[config.mk]
export PLATFORM = sky130hd
export DESIGN_NAME = fpu_add_result_buffer
export DESIGN_NICKNAME = d
export VERILOG_FILES = /design/src/rtl/fpu_pkg.sv /design/src/rtl/fpu_sync_fifo.sv /design/src/rtl/fpu_add_result_buffer.sv
export SDC_FILE = /design/constraint.sdc
export NUM_CORES = 1
export LEC_CHECK = 0
export CAP_MARGIN = 15
export CORE_ASPECT_RATIO = 0.9
export CORE_MARGIN = 4
export CORE_UTILIZATION = 55
export DETAILED_ROUTE_END_ITERATION = 7
export GPL_ROUTABILITY_DRIVEN = 0
export HOLD_SLACK_MARGIN = 0.15
export MAX_ROUTING_LAYER = met4
export PLACE_DENSITY = 0.77
export SLEW_MARGIN = 20
export SYNTH_ARGS = -nofsm -noshare
export SYNTH_HDL_FRONTEND = slang
export SYNTH_SLANG_ARGS = --single-unit
[constraint.sdc]
create_clock -name clk -period 2.72 [get_ports clk]
set_input_delay 0.544 -clock clk [delete_from_list [all_inputs] [get_ports clk]]
set_output_delay 0.544 -clock clk [all_outputs]
set_load 0.02 [all_outputs]
[src/rtl/fpu_pkg.sv]
// Shared FP32 field definitions, flag indices and the buffer entry type for the
// adder result buffer.
package fpu_pkg;

   localparam int SIGN_BIT = 31;
   localparam int EXP_MSB  = 30;
   localparam int EXP_LSB  = 23;
   localparam int FRAC_W   = 23;

   localparam logic [7:0] EXP_ALL_ONES = 8'hFF;

   localparam int FLG_ERR = 0;
   localparam int FLG_OVF = 1;
   localparam int FLG_NAN = 2;

   typedef struct packed {
      logic [31:0] result;
      logic [2:0]  flags;
   } fpu_resbuf_entry_t;

   // A quiet or signalling NaN: all-ones exponent with a non-zero fraction.
   function automatic logic is_nan(input logic [31:0] value);
      return (value[EXP_MSB:EXP_LSB] == EXP_ALL_ONES) && (value[FRAC_W-1:0] != '0);
   endfunction

endpackage

[src/rtl/fpu_sync_fifo.sv]
// Single-clock FIFO with an explicit occupancy counter and registered
// full/empty status, so that neither handshake output depends combinationally on an input.
module fpu_sync_fifo #(
   parameter int WIDTH = 35,
   parameter int DEPTH = 4,
   parameter int PTR_W = $clog2(DEPTH)
) (
   input  logic             clk,
   input  logic             rst_n,
   input  logic             i_wr_en,
   input  logic [WIDTH-1:0] i_wr_data,
   input  logic             i_rd_en,
   output logic [WIDTH-1:0] o_rd_data,
   output logic             o_full,
   output logic             o_empty,
   output logic [PTR_W:0]   o_count
);

   logic [WIDTH-1:0] r_mem [DEPTH];
   logic [PTR_W-1:0] r_wr_ptr;
   logic [PTR_W-1:0] r_rd_ptr;
   logic [PTR_W:0]   r_count;
   logic             r_full;
   logic             r_empty;

   logic             w_push;
   logic             w_pop;
   logic [PTR_W:0]   w_count_nxt;

   // A full FIFO refuses writes even when a read is in progress this cycle.
   assign w_push      = i_wr_en && !r_full;
   assign w_pop       = i_rd_en && !r_empty;
   assign w_count_nxt = r_count + {{PTR_W{1'b0}}, w_push} - {{PTR_W{1'b0}}, w_pop};

   always_ff @(posedge clk or negedge rst_n) begin
      if (!rst_n) begin
         for (int i = 0; i < DEPTH; i++) begin
            r_mem[i] <= '0;
         end
         r_wr_ptr <= '0;
         r_rd_ptr <= '0;
         r_count  <= '0;
         r_full   <= 1'b0;
         r_empty  <= 1'b1;
      end else begin
         if (w_push) begin
            r_mem[r_wr_ptr] <= i_wr_data;
            r_wr_ptr        <= r_wr_ptr + {{(PTR_W-1){1'b0}}, 1'b1};
         end
         if (w_pop) begin
            r_rd_ptr <= r_rd_ptr + {{(PTR_W-1){1'b0}}, 1'b1};
         end
         r_count <= w_count_nxt;
         r_full  <= (w_count_nxt == (PTR_W+1)'(DEPTH));
         r_empty <= (w_count_nxt == '0);
      end
   end

   assign o_rd_data = r_mem[r_rd_ptr];
   assign o_full    = r_full;
   assign o_empty   = r_empty;
   assign o_count   = r_count;

endmodule

[src/rtl/fpu_add_result_buffer.sv]
// Output buffer behind the FP32 adder: classifies each result, queues it and
// accumulates sticky exception flags. FPU_RESBUF_CNT_EN adds an overflow event counter.
module fpu_add_result_buffer
   import fpu_pkg::*;
#(
   parameter int DEPTH = 4,
   parameter int CNT_W = 16
) (
   input  logic                   clk,
   input  logic                   rst_n,
   input  logic                   in_valid,
   output logic                   in_ready,
   input  logic [31:0]            in_result,
   input  logic                   in_overflow,
   input  logic                   in_error,
   output logic                   out_valid,
   input  logic                   out_ready,
   output logic [31:0]            out_result,
   output logic [2:0]             out_flags,
   output logic [2:0]             sticky_flags,
   input  logic                   clear_flags,
`ifdef FPU_RESBUF_CNT_EN
   output logic [CNT_W-1:0]       ovf_count,
`endif
   output logic [$clog2(DEPTH):0] count
);

   localparam int EW = $bits(fpu_resbuf_entry_t);

   fpu_resbuf_entry_t w_entry_in;
   fpu_resbuf_entry_t w_entry_out;
   logic [EW-1:0]     w_rd_data;
   logic              w_full;
   logic              w_empty;
   logic              w_push;
   logic [2:0]        r_sticky;

   always_comb begin
      w_entry_in                = '0;
      w_entry_in.result         = in_result;
      w_entry_in.flags[FLG_NAN] = is_nan(in_result);
      w_entry_in.flags[FLG_OVF] = in_overflow;
      w_entry_in.flags[FLG_ERR] = in_error;
   end

   assign in_ready  = !w_full;
   assign out_valid = !w_empty;
   assign w_push    = in_valid && in_ready;

   fpu_sync_fifo #(
      .WIDTH (EW),
      .DEPTH (DEPTH)
   ) u_fifo (
      .clk       (clk),
      .rst_n     (rst_n),
      .i_wr_en   (in_valid),
      .i_wr_data (w_entry_in),
      .i_rd_en   (out_ready),
      .o_rd_data (w_rd_data),
      .o_full    (w_full),
      .o_empty   (w_empty),
      .o_count   (count)
   );

   assign w_entry_out = fpu_resbuf_entry_t'(w_rd_data);
   assign out_result  = w_entry_out.result;
   assign out_flags   = w_entry_out.flags;

   // A set arriving in the same cycle as a clear survives the clear.
   always_ff @(posedge clk or negedge rst_n) begin
      if (!rst_n) begin
         r_sticky <= '0;
      end else begin
         r_sticky <= (clear_flags ? 3'b000 : r_sticky) | (w_push ? w_entry_in.flags : 3'b000);
      end
   end

   assign sticky_flags = r_sticky;

`ifdef FPU_RESBUF_CNT_EN
   logic [CNT_W-1:0] r_ovf_count;
   logic             w_ovf_push;

   assign w_ovf_push = w_push && in_overflow;

   always_ff @(posedge clk or negedge rst_n) begin
      if (!rst_n) begin
         r_ovf_count <= '0;
      end else if (clear_flags) begin
         r_ovf_count <= {{(CNT_W-1){1'b0}}, w_ovf_push};
      end else if (w_ovf_push && (r_ovf_count != {CNT_W{1'b1}})) begin
         r_ovf_count <= r_ovf_count + {{(CNT_W-1){1'b0}}, 1'b1};
      end
   end

   assign ovf_count = r_ovf_count;
`else
   logic w_unused_cnt_w;
   assign w_unused_cnt_w = (CNT_W > 0);
`endif

endmodule

==> results of run 1 <==
worst max-delay path: cells and delay by family (launching register included):
kind,cells,cell delay (ns)
flops,1,0.40
buf+inv,2,0.76
mux,1,0.54
cell families after synthesis:
family          Yosys count  synth area share
simple gates             27            0.0269
flops                   152             0.535
fa+ha+maj                 7            0.0134
buf+inv                  33            0.0415
xor+xnor                  5           0.00616
compound gates            9           0.00651
mux                     171             0.371
path summary, 6_finish.rpt:
check	slack, ns	endpoint	from
max	0.07	out_result[23]	u_fifo.r_rd_ptr[0]
min	0.48	u_fifo.r_mem[37]	u_fifo.r_mem[37]
max reg2reg	0.60	u_fifo.o_full	u_fifo.o_empty
min reg2reg	0.48	u_fifo.r_mem[37]	u_fifo.r_mem[37]
max in group asynchronous	1.21	u_fifo.r_mem[43]	rst_n
min in group asynchronous	0.69	u_fifo.r_mem[19]	rst_n
sequential cells by signal, summed over array words and instances, names as in the netlist:
| signal | flops |
|---|---|
| u_fifo.o_empty | 1 |
| sticky_flags | 3 |
| u_fifo.r_rd_ptr | 2 |
| u_fifo.o_full | 1 |
| u_fifo.r_mem | 140 |
| u_fifo.r_wr_ptr | 2 |
| u_fifo.o_count | 3 |
routing by layer:
| layer | wire [µm] | part of all wire | vias up |
|---|---|---|---|
| li1 | - | - | 1662 |
| met3 | 607 | 0.042 | 9 |
| met2 | 7160 | 0.50 | 79 |
| met1 | 6580 | 0.46 | 2062 |
| met4 | 99 | 0.0069 | 0 |
| met5 | 0 | 0 | - |
layout make-up:
type / instances / area share
clock buffers: 25 / 0.0579
clock inverters: 7 / 0.0212
inverters: 12 / 0.00516
multi-input cells: 219 / 0.345
flip-flops and latches: 152 / 0.436
well taps: 164 / 0.0235
repair buffers: 92 / 0.112
power groups by stage:
| stage | Sequential (mW) | Clock [mW] | Combinational [mW] |
|---|---|---|---|
| after CTS | 3.98 | 2.77 | 5.64 |
| after detailed placement | 4.00 | 0 | 5.71 |
| final | 4.00 | 2.73 | 5.49 |
| after global placement | 3.92 | 0 | 5.60 |
| after floorplan | 3.81 | 0 | 4.09 |
| after global routing | 4.11 | 2.87 | 5.84 |
cells in the mapped netlist:
cell type / count / area (µm²)
dfrtp_1: 151 / 3780
mux2_4: 84 / 1260
mux2_2: 52 / 586
mux4_2: 35 / 788
inv_1: 12 / 45.0
nand2_1: 9 / 33.8
buf_12: 7 / 140
buf_2: 7 / 35.0
o21ai_0: 7 / 35.0
ha_1: 6 / 75.1
nor4_1: 5 / 31.3
buf_4: 4 / 30.0
buf_8: 3 / 45.0
nand2_8: 3 / 60.1
nand4_1: 3 / 18.8
xnor2_1: 3 / 26.3
nor3_1: 2 / 10.0
xor2_1: 2 / 17.5
dfstp_2: 1 / 26.3
fa_1: 1 / 20.0
nand2_2: 1 / 6.26
nor2_1: 1 / 3.75
nor2b_1: 1 / 6.26
nor2b_4: 1 / 13.8
nor3b_1: 1 / 7.51
o21ai_1: 1 / 5.00
o22ai_1: 1 / 6.26
metrics by stage:
stage	instance area (µm²)	utilization	instances	worst slack [ns]	power, mW
after global placement	7990	0.630	638	0.154	9.52
after detailed placement	7990	0.630	638	0.0730	9.71
after global routing	8730	0.688	671	-0.0135	12.8
final	8730	0.688	671	0.0712	12.2
after CTS	8680	0.684	671	0.00167	12.4
after floorplan	7110	-	404	0.585	7.90
repair_timing:
| item | 4_1_cts | 5_1_grt |
|---|---|---|
| endpoints found under the setup margin | 16 | 23 |
| pin swaps | 0 | 0 |
| hold buffers | 1 | 0 |
| hold endpoints to repair | 39 | 0 |
| gates resized for setup | 13 | 20 |
==> run metrics, run 1 <==
status completed; WHS between 0.4 and 0.5 ns; DR WL/cell 21.5 µm; met1 Resource Use GR 0.288; Cell variety after synth 27; Fill cells 854; Placeable Area about 13000 µm²; GRT busiest layer met2; chip width ~130 µm; Antenna Nets Post-Route 0; switching power about 3.8 mW; CTS Sinks 152; Gate Count Post-Synth 404; Max Cap Violations 0; Hold WC Path Type reg2reg; Initial Util 0.561; slowest stage delay, CP 0.56 ns; Fin Clk Skew 0.00482 ns; clock latency at the later pin of the worst-skew pair 0.41 ns; vias post-DR around 3800; syn nets 450; Max IR drop VDD 0.825 mV; Tot GR Track Use 0.216; Final min period 2.65 ns; CP Cell Sequence buf_8 > mux4_2 > clkdlybuf4s50_1; most common cell after layout, fill and taps aside dfrtp_1; vias in the first global route between 4000 and 5000; CTS root buffer clkbuf_16; synth warn 0; met2 usage 0.339; Top Ports 82; HPWL Detailed about 9 mm; final hold vios 0; area grow syn2layout 22.8%; CTS tree built; Hold Path Stages 2; syn_area_per_cell 17.6 µm²; final worst path period share 0.974; CP max FO 13; GRT overflow 0; Final Max Tran Viols 0; ANT cells 0; Slew @ Worst Pin 0.604 ns; Reg clk slew, reported paths 0.06 ns; layout cells sized above 1 0.432; Sw Ratio 0.309; Slowest-stage cell, CP clkdlybuf4s50_1; Synth Register Bits 152; H-tree Lvls 4; commonest non-fill, non-tap cells in the layout 149 x dfrtp_1, 84 x mux2_4, 52 x mux2_2; die area between 10000 and 15000 µm²; CTS max path bufs 2; detailed router's first-iteration violation count 235; DRC 0; Seq. cell area 3810 µm²; first-pass GRT wire length 23.7 mm; WP data arrival 2.10 ns; RSZ-0062 raised after global routing true; Post-Route WL 14.5 mm; pin count of the biggest net entering global routing 67; register area share after synthesis 0.535; met3 usage 0.0530; die height 116 µm; worst path required time 2.18 ns; Vias/cell 5.68; post-CTS setup buffers 0; num rows 39; PD cells about 1400 nW/µm²; Int Power 8.45 mW; fin nets 540; Num CTS Buffers 17; CP Capture Type output pin; Setup violations, final 0; Leakage roughly 4.2 nW; sequential power share 0.327; antenna violations before repair 0; Gate power share 0.450; aggregate negative setup slack 0 ns; DR pass1 iterations 4; Reg2Reg Depth 8; Peak Freq about 0.38 GHz; Post-Syn Area 7110 µm²; multi-input logic area 3010 µm²; crit start category flop; clock network power share 0.223; Max-slew headroom 0.597; crit path kind reg2out; Port-buffer cells 81
Power figures use the tool's default switching activity.
==> run 2: changes to the inputs <==
--- a/config.mk
+++ b/config.mk
@@ -5,15 +5,14 @@
 export SDC_FILE = /design/constraint.sdc
 export NUM_CORES = 1
 export LEC_CHECK = 0
-export CAP_MARGIN = 15
+export CAP_MARGIN = 20
 export CORE_ASPECT_RATIO = 0.9
-export CORE_MARGIN = 4
 export CORE_UTILIZATION = 55
 export DETAILED_ROUTE_END_ITERATION = 7
 export GPL_ROUTABILITY_DRIVEN = 0
 export HOLD_SLACK_MARGIN = 0.15
 export MAX_ROUTING_LAYER = met4
-export PLACE_DENSITY = 0.77
+export PLACE_DENSITY = 0.78
 export SLEW_MARGIN = 20
 export SYNTH_ARGS = -nofsm -noshare
 export SYNTH_HDL_FRONTEND = slang
==> run 2 against run 1 <==
Setup slack improved by 0.12 ns. First-iteration DRC count decreased by 14%. Sequential cell count unchanged. Routed wire length decreased by 2.8%. Sequential share of layout area increased by 0.40 points. Global-route usage increased by 2.1 points. Register-to-register slack got worse by 0.05 ns. Design area decreased by 0.90%. Cell count increased by 0.15%.
==> run metrics, run 2 (synthesized netlist as in run 1, its figures left out) <==
Fill cells 870 (was 854); DR WL/cell 20.9 µm (was 21.5 µm); Sw Ratio 0.318 (was 0.309); clock latency at the later pin of the worst-skew pair 0.41 ns (about the same); area grow syn2layout 21.7% (was 22.8%); num rows 39 (unchanged); final worst path period share 0.929 (was 0.974); commonest non-fill, non-tap cells in the layout 149 x dfrtp_1, 84 x mux2_4, 52 x mux2_2 (unchanged); DRC 0 (unchanged); wire length on met2 6.80 mm (was 7.16 mm); GRT overflow 0 (unchanged); Design Power 11.7 mW (was 12.2 mW); H-tree Lvls 4 (unchanged); pre-CTS worst setup slack 0.0271 ns (was 0.0730 ns); slowest stage delay, CP 0.54 ns (was 0.56 ns); Tot GR Track Use 0.237 (was 0.216); ANT cells 0 (unchanged); CTS root buffer clkbuf_16 (unchanged); Final Max Tran Viols 0 (unchanged); dpl cells 638 (unchanged); Vias/cell 5.65 (was 5.68); Num CTS Buffers 17 (unchanged); die height 110 µm (was 116 µm); worst path bufs/invs 2 (unchanged); clock network power share 0.186 (was 0.223); number of flip-flops in the largest register 140 (unchanged); CTS tree built (unchanged); Initial Util 0.563 (was 0.561); Top Ports 82 (unchanged); Port-buffer cells 81 (unchanged); Post-Route WL 14.1 mm (was 14.5 mm); Finished Layout Cells 672 (was 671); most common cell after layout, fill and taps aside dfrtp_1 (unchanged); vias post-DR 3795 (was 3812); uppermost layer routed met4 (unchanged); Antenna Nets Post-Route 0 (unchanged); CP Cell Sequence buf_8 > mux4_2 > dlygate4sd2_1 (was buf_8 > mux4_2 > clkdlybuf4s50_1); detailed router's first-iteration violation count 203 (was 235); family with the most delay on the worst path buffers and inverters (unchanged); DR pass1 iterations 6 (was 4); sequential power share 0.343 (was 0.327); fin nets 541 (was 540); RSZ-0062 raised after global routing false (was true); layout cells sized above 1 0.421 (was 0.432); Gate power share 0.471 (was 0.450); Util after Layout 0.685 (was 0.688); first-pass GRT wire length 22.5 mm (was 23.7 mm); Top reg by flops u_fifo.r_mem (unchanged); Max IR drop VDD 0.667 mV (was 0.825 mV); Placeable Area 12600 µm² (was 12700 µm²); WP data arrival 1.98 ns (was 2.10 ns); Final min period 2.53 ns (was 2.65 ns); CTS max path bufs 2 (unchanged); switching power 3.74 mW (was 3.77 mW); post-CTS setup buffers 0 (unchanged); Slowest-stage cell, CP mux4_2 (was clkdlybuf4s50_1); pin count of the biggest net entering global routing 61 (was 67); vias in the first global route 4107 (was 4310); CP max FO 14 (was 13); Metal-1 WL 6.54 mm (was 6.58 mm); final worst setup slack 0.192 ns (was 0.0712 ns); crit path kind reg2out (unchanged); Fin Clk Skew 0.00497 ns (was 0.00482 ns); status completed (unchanged); Leakage 4.17 nW (was 4.16 nW); Slew @ Worst Pin 0.557 ns (was 0.604 ns); Setup violations, final 0 (unchanged); crit start category flop (unchanged); Max-slew headroom 0.629 (was 0.597); Max Cap Violations 0 (unchanged); antenna violations before repair 0 (unchanged); chip width 122 µm (was 128 µm); final hold vios 0 (unchanged); die area 13400 µm² (was 14800 µm²); Peak Freq 0.396 GHz (was 0.378 GHz); PD cells 1360 nW/µm² (was 1400 nW/µm²); Hold WC Path Type reg2reg (unchanged); CTS Sinks 152 (unchanged); CP Capture Type output pin (unchanged); Reg clk slew, reported paths 0.06 ns (about the same); Int Power 8.01 mW (was 8.45 mW); met3 wire length 638 µm (was 607 µm); HPWL Detailed 8.38 mm (was 8.81 mm); worst path required time 2.18 ns (about the same)
==> run 2: changes by cell type in the layout (fill, tap and decap cells not counted), sizes merged <==
cell,delta
bufinv,-5
clkbuf,+5
clkdlybuf4s50,-4
clkinv,+1
dlygate4sd2,-3
dlymetal6s2s,+7
==> run 2: path summary, 6_finish.rpt <==
check                                   startpoint                 end  slack, ns  cells past startpoint
min in group asynchronous                    rst_n    u_fifo.r_mem[89]       0.68                      2
worst min register to register    u_fifo.r_mem[72]    u_fifo.r_mem[72]       0.48                      2
max in group asynchronous                    rst_n  u_fifo.r_rd_ptr[0]       1.15                      3
worst min-delay path              u_fifo.r_mem[72]    u_fifo.r_mem[72]       0.48                      2
worst max register to register      u_fifo.o_empty       u_fifo.o_full       0.55                      8
worst max-delay path            u_fifo.r_rd_ptr[0]      out_result[27]       0.19                      3
==> run 2: repair_timing <==
action                                  CTS  global route
endpoints found under the setup margin   14            26
resized for setup                        10            27
hold buffers                              1             0
hold endpoints to repair                 57             0
pin swaps                                 0             0
gates cloned                              0             1
==> run 2: power groups by stage <==
| stage | sequential [mW] | combinational (mW) | clock [mW] |
|---|---|---|---|
| after global routing | 4.16 | 5.90 | 2.32 |
| final | 4.03 | 5.53 | 2.18 |
| after detailed placement | 4.02 | 5.67 | 0 |
| after global placement | 3.94 | 5.58 | 0 |
| after floorplan | 3.81 | 4.09 | 0 |
| after CTS | 4.01 | 5.64 | 2.21 |
==> run 2: worst min-delay path: stages, from the launching register on <==
cell and delay [ns]:
dfrtp_1 0.34, nand2_1 0.05, o21ai_0 0.06
==> run 2: layer usage <==
layer,track usage,up-vias
met5,-,-
li1,-,1671
met4,0.0670,0
met1,0.317,2029
met2,0.362,87
met3,0.0560,8
==> run 2: layout make-up <==
type,count,area (µm²),share of cell area
clock buffers,29,500,0.0578
repair buffers,93,1050,0.121
multi-input cells,219,3010,0.348
flip-flops and latches,152,3810,0.440
clock inverters,3,40.0,0.00463
well taps,164,205,0.0237
inverters,12,45.0,0.00520
==> run 2: through the flow <==
step / area (µm²) / hold WS (ns) / setup TNS, ns
finish: 8660 / 0.483 / 0
global route: 8660 / 0.519 / 0
CTS: 8560 / 0.484 / -0.0309
detailed placement: 8020 / 0.471 / 0
global placement: 8020 / 0.457 / 0
floorplan: 7110 / 0.248 / 0
